--- src/rtl/ram_pkg.sv ---
// Shared definitions for the 18Kb block RAM wrapper and its controllers:
// legal port shapes, depth derivation and a clog2 helper.
package ram_pkg;

    typedef struct packed {
        int unsigned aw;
        int unsigned dw;
    } ram_shape_t;

    // 7-series 18Kb native aspect ratios (address width vs widest data port)
    localparam int unsigned RAM18_SHAPE_COUNT = 6;
    localparam ram_shape_t RAM18_SHAPES [RAM18_SHAPE_COUNT] = '{
        '{aw: 14, dw: 1},
        '{aw: 13, dw: 2},
        '{aw: 12, dw: 4},
        '{aw: 11, dw: 9},
        '{aw: 10, dw: 18},
        '{aw: 9,  dw: 36}
    };

    function automatic int unsigned clog2(input int unsigned v);
        int unsigned r;
        r = 0;
        while ((64'd1 << r) < 64'(v)) r++;
        return r;
    endfunction

    function automatic int unsigned ram_depth(input int unsigned aw);
        return 32'd1 << aw;
    endfunction

    // Widest data port usable at a given address width (0 if too deep)
    function automatic int unsigned ram_max_width(input int unsigned aw);
        int unsigned w;
        w = 0;
        for (int unsigned i = 0; i < RAM18_SHAPE_COUNT; i++) begin
            if (aw <= RAM18_SHAPES[i].aw) w = RAM18_SHAPES[i].dw;
        end
        return w;
    endfunction

endpackage

--- src/rtl/fifo_out_buf.sv ---
// Two-entry output buffer behind the RAM read port; the head register
// drives the consumer directly.
module fifo_out_buf
    import ram_pkg::*;
#(
    parameter int unsigned DATA_WIDTH = 16
) (
    input  logic                         clk,
    input  logic                         rst,
    input  logic                         cap,
    input  logic signed [DATA_WIDTH-1:0] cap_data,
    input  logic                         pop,
    output logic signed [DATA_WIDTH-1:0] head,
    output logic                         valid,
    output logic [1:0]                   cnt
);

    logic signed [DATA_WIDTH-1:0] tail;

    assign valid = (cnt != 2'd0);

    always_ff @(posedge clk) begin
        if (rst) begin
            cnt  <= '0;
            head <= '0;
            tail <= '0;
        end else begin
            case (cnt)
                2'd0: begin
                    if (cap) begin
                        head <= cap_data;
                        cnt  <= 2'd1;
                    end
                end
                2'd1: begin
                    if (pop && cap) begin
                        head <= cap_data;
                    end else if (pop) begin
                        cnt <= 2'd0;
                    end else if (cap) begin
                        tail <= cap_data;
                        cnt  <= 2'd2;
                    end
                end
                default: begin
                    // Full buffer only accepts a capture alongside a pop
                    if (pop) begin
                        head <= tail;
                        if (cap) tail <= cap_data;
                        else     cnt  <= 2'd1;
                    end
                end
            endcase
        end
    end

endmodule

--- src/rtl/ram_fifo_ctrl.sv ---
// FIFO controller over a true-dual-port 18Kb RAM: port 1 writes, port 2
// reads ahead into a 2-entry buffer so pops sustain one word per cycle.
module ram_fifo_ctrl
    import ram_pkg::*;
#(
    parameter int unsigned ADDRESS_WIDTH = 7,
    parameter int unsigned DATA_WIDTH    = 16
) (
    input  logic                         clk,
    input  logic                         rst,
    input  logic                         wr_en,
    input  logic [DATA_WIDTH-1:0]        wr_data,
    output logic                         full,
    output logic                         rd_valid,
    input  logic                         rd_ready,
    output logic signed [DATA_WIDTH-1:0] rd_data,
    output logic [ADDRESS_WIDTH+1:0]     level,
    output logic                         ram_en1,
    output logic                         ram_we1,
    output logic [ADDRESS_WIDTH-1:0]     ram_addr1,
    output logic [DATA_WIDTH-1:0]        ram_di1,
    output logic                         ram_en2,
    output logic [ADDRESS_WIDTH-1:0]     ram_addr2,
    input  logic signed [DATA_WIDTH-1:0] ram_do2
);

    localparam int unsigned DEPTH = ram_depth(ADDRESS_WIDTH);
    localparam int unsigned PW    = ADDRESS_WIDTH + 1;
    localparam int unsigned LW    = ADDRESS_WIDTH + 2;

    logic [PW-1:0] wptr, rptr, ram_cnt;
    logic [1:0]    buf_cnt;
    logic          inflight;
    logic          push, pop, issue;

    assign ram_cnt = wptr - rptr;
    assign full    = (ram_cnt == PW'(DEPTH));
    assign push    = wr_en && !full;
    assign pop     = rd_valid && rd_ready;

    // Read ahead only while buffer plus in-flight word leaves a free slot
    assign issue = (ram_cnt != '0) &&
                   ((3'({1'b0, buf_cnt}) + 3'(inflight)) < (3'd2 + 3'(pop)));

    assign ram_en1   = push;
    assign ram_we1   = push;
    assign ram_addr1 = wptr[ADDRESS_WIDTH-1:0];
    assign ram_di1   = wr_data;
    assign ram_en2   = issue;
    assign ram_addr2 = rptr[ADDRESS_WIDTH-1:0];

    assign level = LW'(ram_cnt) + LW'(inflight) + LW'(buf_cnt);

    always_ff @(posedge clk) begin
        if (rst) begin
            wptr     <= '0;
            rptr     <= '0;
            inflight <= 1'b0;
        end else begin
            if (push)  wptr <= wptr + PW'(1);
            if (issue) rptr <= rptr + PW'(1);
            inflight <= issue;
        end
    end

    fifo_out_buf #(
        .DATA_WIDTH(DATA_WIDTH)
    ) u_out_buf (
        .clk      (clk),
        .rst      (rst),
        .cap      (inflight),
        .cap_data (ram_do2),
        .pop      (pop),
        .head     (rd_data),
        .valid    (rd_valid),
        .cnt      (buf_cnt)
    );

endmodule
--- config.mk ---
export PLATFORM = sky130hd
export DESIGN_NAME = ram_fifo_ctrl
export DESIGN_NICKNAME = d
export VERILOG_FILES = /design/src/rtl/ram_pkg.sv /design/src/rtl/fifo_out_buf.sv /design/src/rtl/ram_fifo_ctrl.sv
export SDC_FILE = /design/constraint.sdc
export NUM_CORES = 1
export LEC_CHECK = 0
export ABC_AREA = 1
export BUFFER_PORTS_ARGS = -buffer_cell sky130_fd_sc_hd__buf_4
export CELL_PAD_IN_SITES_DETAIL_PLACEMENT = 1
export CELL_PAD_IN_SITES_GLOBAL_PLACEMENT = 1
export CORE_MARGIN = 2
export CORE_UTILIZATION = 33
export DETAILED_ROUTE_END_ITERATION = 10
export GPL_TIMING_DRIVEN = 1
export PLACE_DENSITY = 0.77
export SLEW_MARGIN = 20
export SYNTH_ARGS = -nofsm -noshare
export SYNTH_HDL_FRONTEND = slang
export SYNTH_HIERARCHICAL = 1
export SYNTH_SLANG_ARGS = --single-unit
--- constraint.sdc ---
create_clock -name clk -period 2.58 [get_ports clk]
set_input_delay 0.516 -clock clk [delete_from_list [all_inputs] [get_ports clk]]
set_output_delay 0.516 -clock clk [all_outputs]
set_load 0.03 [all_outputs]
; After elaboration in Yosys (flattened, before gate mapping)
; Index checks and enable logic that the tools add are counted.
[totals]
inputBits = 36
word_cells = 52
register_bits = 51
out_inout_bits = 60
[classes]
add_sub_neg = 7
order_cmp = 1
bitwise = 1
n_mux = 16
reduce_logical = 13
eq_ne = 8
[ops]
columns = op, count
row1 = 2-to-1 mux 16 bit, 7
row2 = case mux 16 bit (2 select lines), 2
row3 = adder 8 x 1 -> 8 bit (second input constant), 2
row4 = 2-to-1 mux 2 bit, 6
row5 = adder 8 x 1 -> 9 bit, 1
row6 = adder 9 x 2 -> 9 bit, 1
row7 = == test 8 bit (second input constant), 1
row8 = nonzero test 8 bit, 1
row9 = subtractor 8 bit, 1
row10 = inequality test 2 bit (second input constant), 3
row11 = AND reduction 5 bit, 1
row12 = logical AND 1 bit, 4
row13 = case mux 2 bit (2 select lines), 1
row14 = AND reduction 4 bit, 1
row15 = nonzero test 2 bit, 2
row16 = adder 2 x 1 -> 3 bit, 1
row17 = adder 2 x 1 -> 3 bit (first input constant), 1
row18 = < comparator 3 bit, 1
row19 = inequality test 3 x 1 -> 1 bit (second input constant), 1
row20 = inequality test 3 bit (second input constant), 1
row21 = AND reduction 3 bit, 1
row22 = nonzero test 3 bit, 1
row23 = == test 2 x 1 -> 1 bit (second input constant), 1
row24 = zero test 2 bit, 1
row25 = other kinds (3), 3

; Longest topological paths before layout
[logic_depth]
word_depth = 5
depth_mapped = 16
mapped_depth_nobuf = 16

; Modules after synthesis
; Netlist, hierarchy kept.
[by_module_without_submodules]
columns = module, area_each_um2, cells_per_inst, seq_area_each_um2, instances
row1 = ram_fifo_ctrl, 1766.7, 261, 340.3, 1
row2 = fifo_out_buf, 1639.1, 264, 680.7, 1

; Worst setup path after synthesis
; No wires, ideal clock.
[synth_path]
path_kind = reg-to-output
startpoint = register wptr[0]
endpoint = output port ram_we1
slack_ns = -0.609
path_stages_with_launch = 14
required_ns = 2.064
t_arrival_ns = 2.673
n_path_buf = 2
path_cell_list = dfxtp_1 -> inv_1 -> ha_1 -> inv_1 -> fa_1 -> or2_1 -> nor2_2 -> nand3_2 -> nor2_4 -> nand3_4 -> buf_6 -> inv_1 -> nor2_1 -> buf_4
[synth_between]
elab_chain_len = 4
[synth_lines]
columns = item, line_no
row1 = start: declaration, ram_fifo_ctrl.sv:31  ; logic [PW-1:0] wptr, rptr, ram_cnt;
row2 = start signal: assignment, ram_fifo_ctrl.sv:60  ; if (push) wptr <= wptr + PW'(1);
row3 = subtractor 8 bit, ram_fifo_ctrl.sv:36  ; assign ram_cnt = wptr - rptr;
row4 = == test 8 bit, ram_fifo_ctrl.sv:37  ; assign full = (ram_cnt == PW'(DEPTH));
row5 = net full, ram_fifo_ctrl.sv:13  ; output logic full,
row6 = zero test 1 bit, ram_fifo_ctrl.sv:38  ; assign push = wr_en && !full;
row7 = logical AND 1 bit, ram_fifo_ctrl.sv:38
row8 = end: declaration, ram_fifo_ctrl.sv:19  ; output logic ram_we1,
; The timed path passes the listed nets, and every way through them passes these cells.

; Final worst setup path
[layout_path]
startpoint = register wptr[0]
endpoint = output port level[7]
[layout_between]
elab_chain_len = 3
[layout_lines]
columns = item, line_no
row1 = subtractor 8 bit, ram_fifo_ctrl.sv:36
row2 = adder 8 x 1 -> 9 bit, ram_fifo_ctrl.sv:52  ; assign level = LW'(ram_cnt) + LW'(inflight) + LW'(buf_cnt);
row3 = adder 9 x 2 -> 9 bit, ram_fifo_ctrl.sv:52
row4 = end: declaration, ram_fifo_ctrl.sv:17  ; output logic [ADDRESS_WIDTH+1:0] level,
; Every way passes these cells.

==> reports/qor.txt <==
Status: complete, but fails checks
Violated checks: setup timing
Clock skew: 0.00421 ns
# IOs: 96
CP required: 2.06 ns
TritonCTS clock tree: built
Cell family with most CP delay: adder cells
Min setup slack post-route: -0.481 ns
Final setup TNS: -4.35 ns
Slew @ Worst Pin: 0.978 ns
CP Cell Sequence: inv_2 > ha_4 > inv_2 > fa_2 > ha_4 > a21oi_2 > nor3_2 > nand3_1 > nand3b_1 > xor2_4 > buf_6
Crit path launch type: flip-flop
Syn avg cell area: 6.49 um^2
Distinct cell type count after synthesis: 34
Number of synthesized flops with an enable pin: 0
Top post-synthesis cells by area: dfxtp_1, nand2_1, nor2_1
Antenna violations before repair: 0
Final wirelength: 9290 um
LEAKAGE: 2.09 nW
Post-layout power: 4.04 mW
# setup viols final: 12
Setup CP Type: reg2out
Largest net degree at the start of global routing: 39
Clock buffer depth: 2
Seq/Total Area, Yosys: 30.0%
Global route overflow: 0
Min cycle time layout: 3.06 ns
Final hold vios: 0
First-pass GRT wire length: 15500 um
Worst path bufs/invs: 3
VDD IR max: 0.441 mV
Core area: 10200 um^2
WL/cell: 13.1 um
Gr usage total: 17.0%
Routed vias: 3309
RSZ-0062 raised after global routing: true
Share of cells above drive strength 1: 25.9%
Initial Utilization: 33.4%
Nets: 624
Post-synth top area share: 30.0%
CTS root buffer: clkbuf_8
Worst path arrival time: 2.54 ns
Final Cycle Share: 119%
Worst-Skew Late Latency: 0.31 ns
Design area: 4140 um^2
Crit. End Element: output port
Worst-path clk slew: 0.09 ns
Ys Warns: 6
Slowest stage cell, crit path: fa_2
Area of placed instances: 3990 um^2
Post-Syn Instances: 525
Die Span X: 106 um
Post-synth top area cell: dfxtp_1
Hold Crit Class: in2reg
Max incr delay on CP: 0.50 ns
Number of fillers in the final layout: 1353
CTS buffer count: 5
Via density: 4.67
Die ar.: 11100 um^2
Vias in the first global route: 3448
Slew headroom: 34.4%
Num rows: 37
Fmax: 327 MHz
Most common cell in the netlist: nand2_1
# diodes: 0
Post-synth top cells: nand2_1, nor2_1, inv_1
Syn Std Cell Area: 3410 um^2
PD cells: 976 nW/um^2
Cts hold-fix bufs: 0
Max-cap violations: 0
Initial drt markers: 117
Flops & latches, synth: 51
Htree depth: 2
Gpl congestion: 0.807
CP max FO: 2
Drt pass-1 iters: 4
Mapped Nets: 577
Ys flop type: dfxtp_1
Max-slew violations: 0
Final routed DRC violation total: 0
Async SR Flop Fraction: 0%
P&R area growth vs syn: 21.5%
DP HPWL: 7060 um
Detail Route Antenna Nets: 0
Height of the chip: 106 um
CTS sink cnt: 51
Port buffer count: 63
[per-stage QoR]
step	worst slack, ns	cells	util, %	hold WS (ns)
after floorplan	-0.223	525	-	0.454
after global placement	-0.172	700	39.2	0.464
after detailed placement	-0.258	700	39.2	0.477
after CTS	-0.542	709	40.6	0.376
after global routing	-0.599	708	40.6	0.380
final	-0.481	708	40.6	0.388
[what timing repair did]
item / in CTS / in global routing
gates resized for setup: 12 / 5
pin swaps: 8 / 8
buffers inserted: 4 / 2
endpoints found under the setup margin: 12 / 24
[worst register-to-register path: stages, from the launching register on]
cell     delay [ns]
dfxtp_2        0.33
inv_2          0.06
ha_4           0.12
inv_2          0.03
fa_2           0.50
buf_4          0.17
or2_1          0.21
nor2_2         0.10
nand3_2        0.10
nor2_4         0.18
nand3_4        0.11
buf_4          0.21
nand3_1        0.09
nand2_1        0.05
nor2_1         0.13
[state kept, by name, indices dropped and copies added, names as in the netlist]
name,flops
rptr,8
inflight,1
wptr,8
u_out_buf/tail,16
u_out_buf/head,16
u_out_buf/cnt,2
[cell type report]
cell class | count | area [um^2] | share of cell area (%)
well taps | 136 | 170 | 4.11
clock buffers | 5 | 68.8 | 1.66
repair buffers | 87 | 683 | 16.5
inverters | 77 | 293 | 7.08
multi-input cells | 350 | 1880 | 45.5
clock inverters | 2 | 13.8 | 0.333
flip-flops and latches | 51 | 1020 | 24.8
[logic make-up after synthesis]
| kind of cell | count (synthesis) | synth area share (%) |
|---|---|---|
| compound gates | 39 | 6.39 |
| xor+xnor | 7 | 1.80 |
| fa+ha+maj | 16 | 6.54 |
| buf+inv | 124 | 18.2 |
| flops | 51 | 30.0 |
| simple gates | 288 | 37.1 |
[path summary, 6_finish.rpt]
check / to / start / slack, ns / cells past startpoint
worst max-delay path: level[7] / wptr[0] / -0.48 / 11
worst min-delay path: inflight / rst / 0.39 / 2
worst max register to register: wptr[2] / wptr[0] / 0.11 / 14
worst min register to register: u_out_buf/tail[10] / u_out_buf/tail[10] / 0.49 / 2
[power by group]
group | internal (mW) | switching (mW)
logic | 0.957 | 1.56
registers | 0.951 | 0.102
clock network | 0.186 | 0.281
total | 2.09 | 1.94
[metal layers]
layer	vias up	wire length, um	track usage [%]
li1	1668	-	-
met1	1581	4030	19.7
met2	47	4790	30.8
met3	13	307	2.97
met4	0	167	6.77
met5	-	0	0
[placed cells by master (no fill, tap or decap), types with 8 or more instances in the layout]
cell     instances
a21oi_1         15
buf_4           79
buf_6            8
dfxtp_1         48
ha_1            11
inv_1           65
inv_2            9
nand2_1        116
nand2_2          8
nand3_1         39
nor2_1          96
o21ai_0         17
Note: power is estimated with default switching activity, not from simulation.
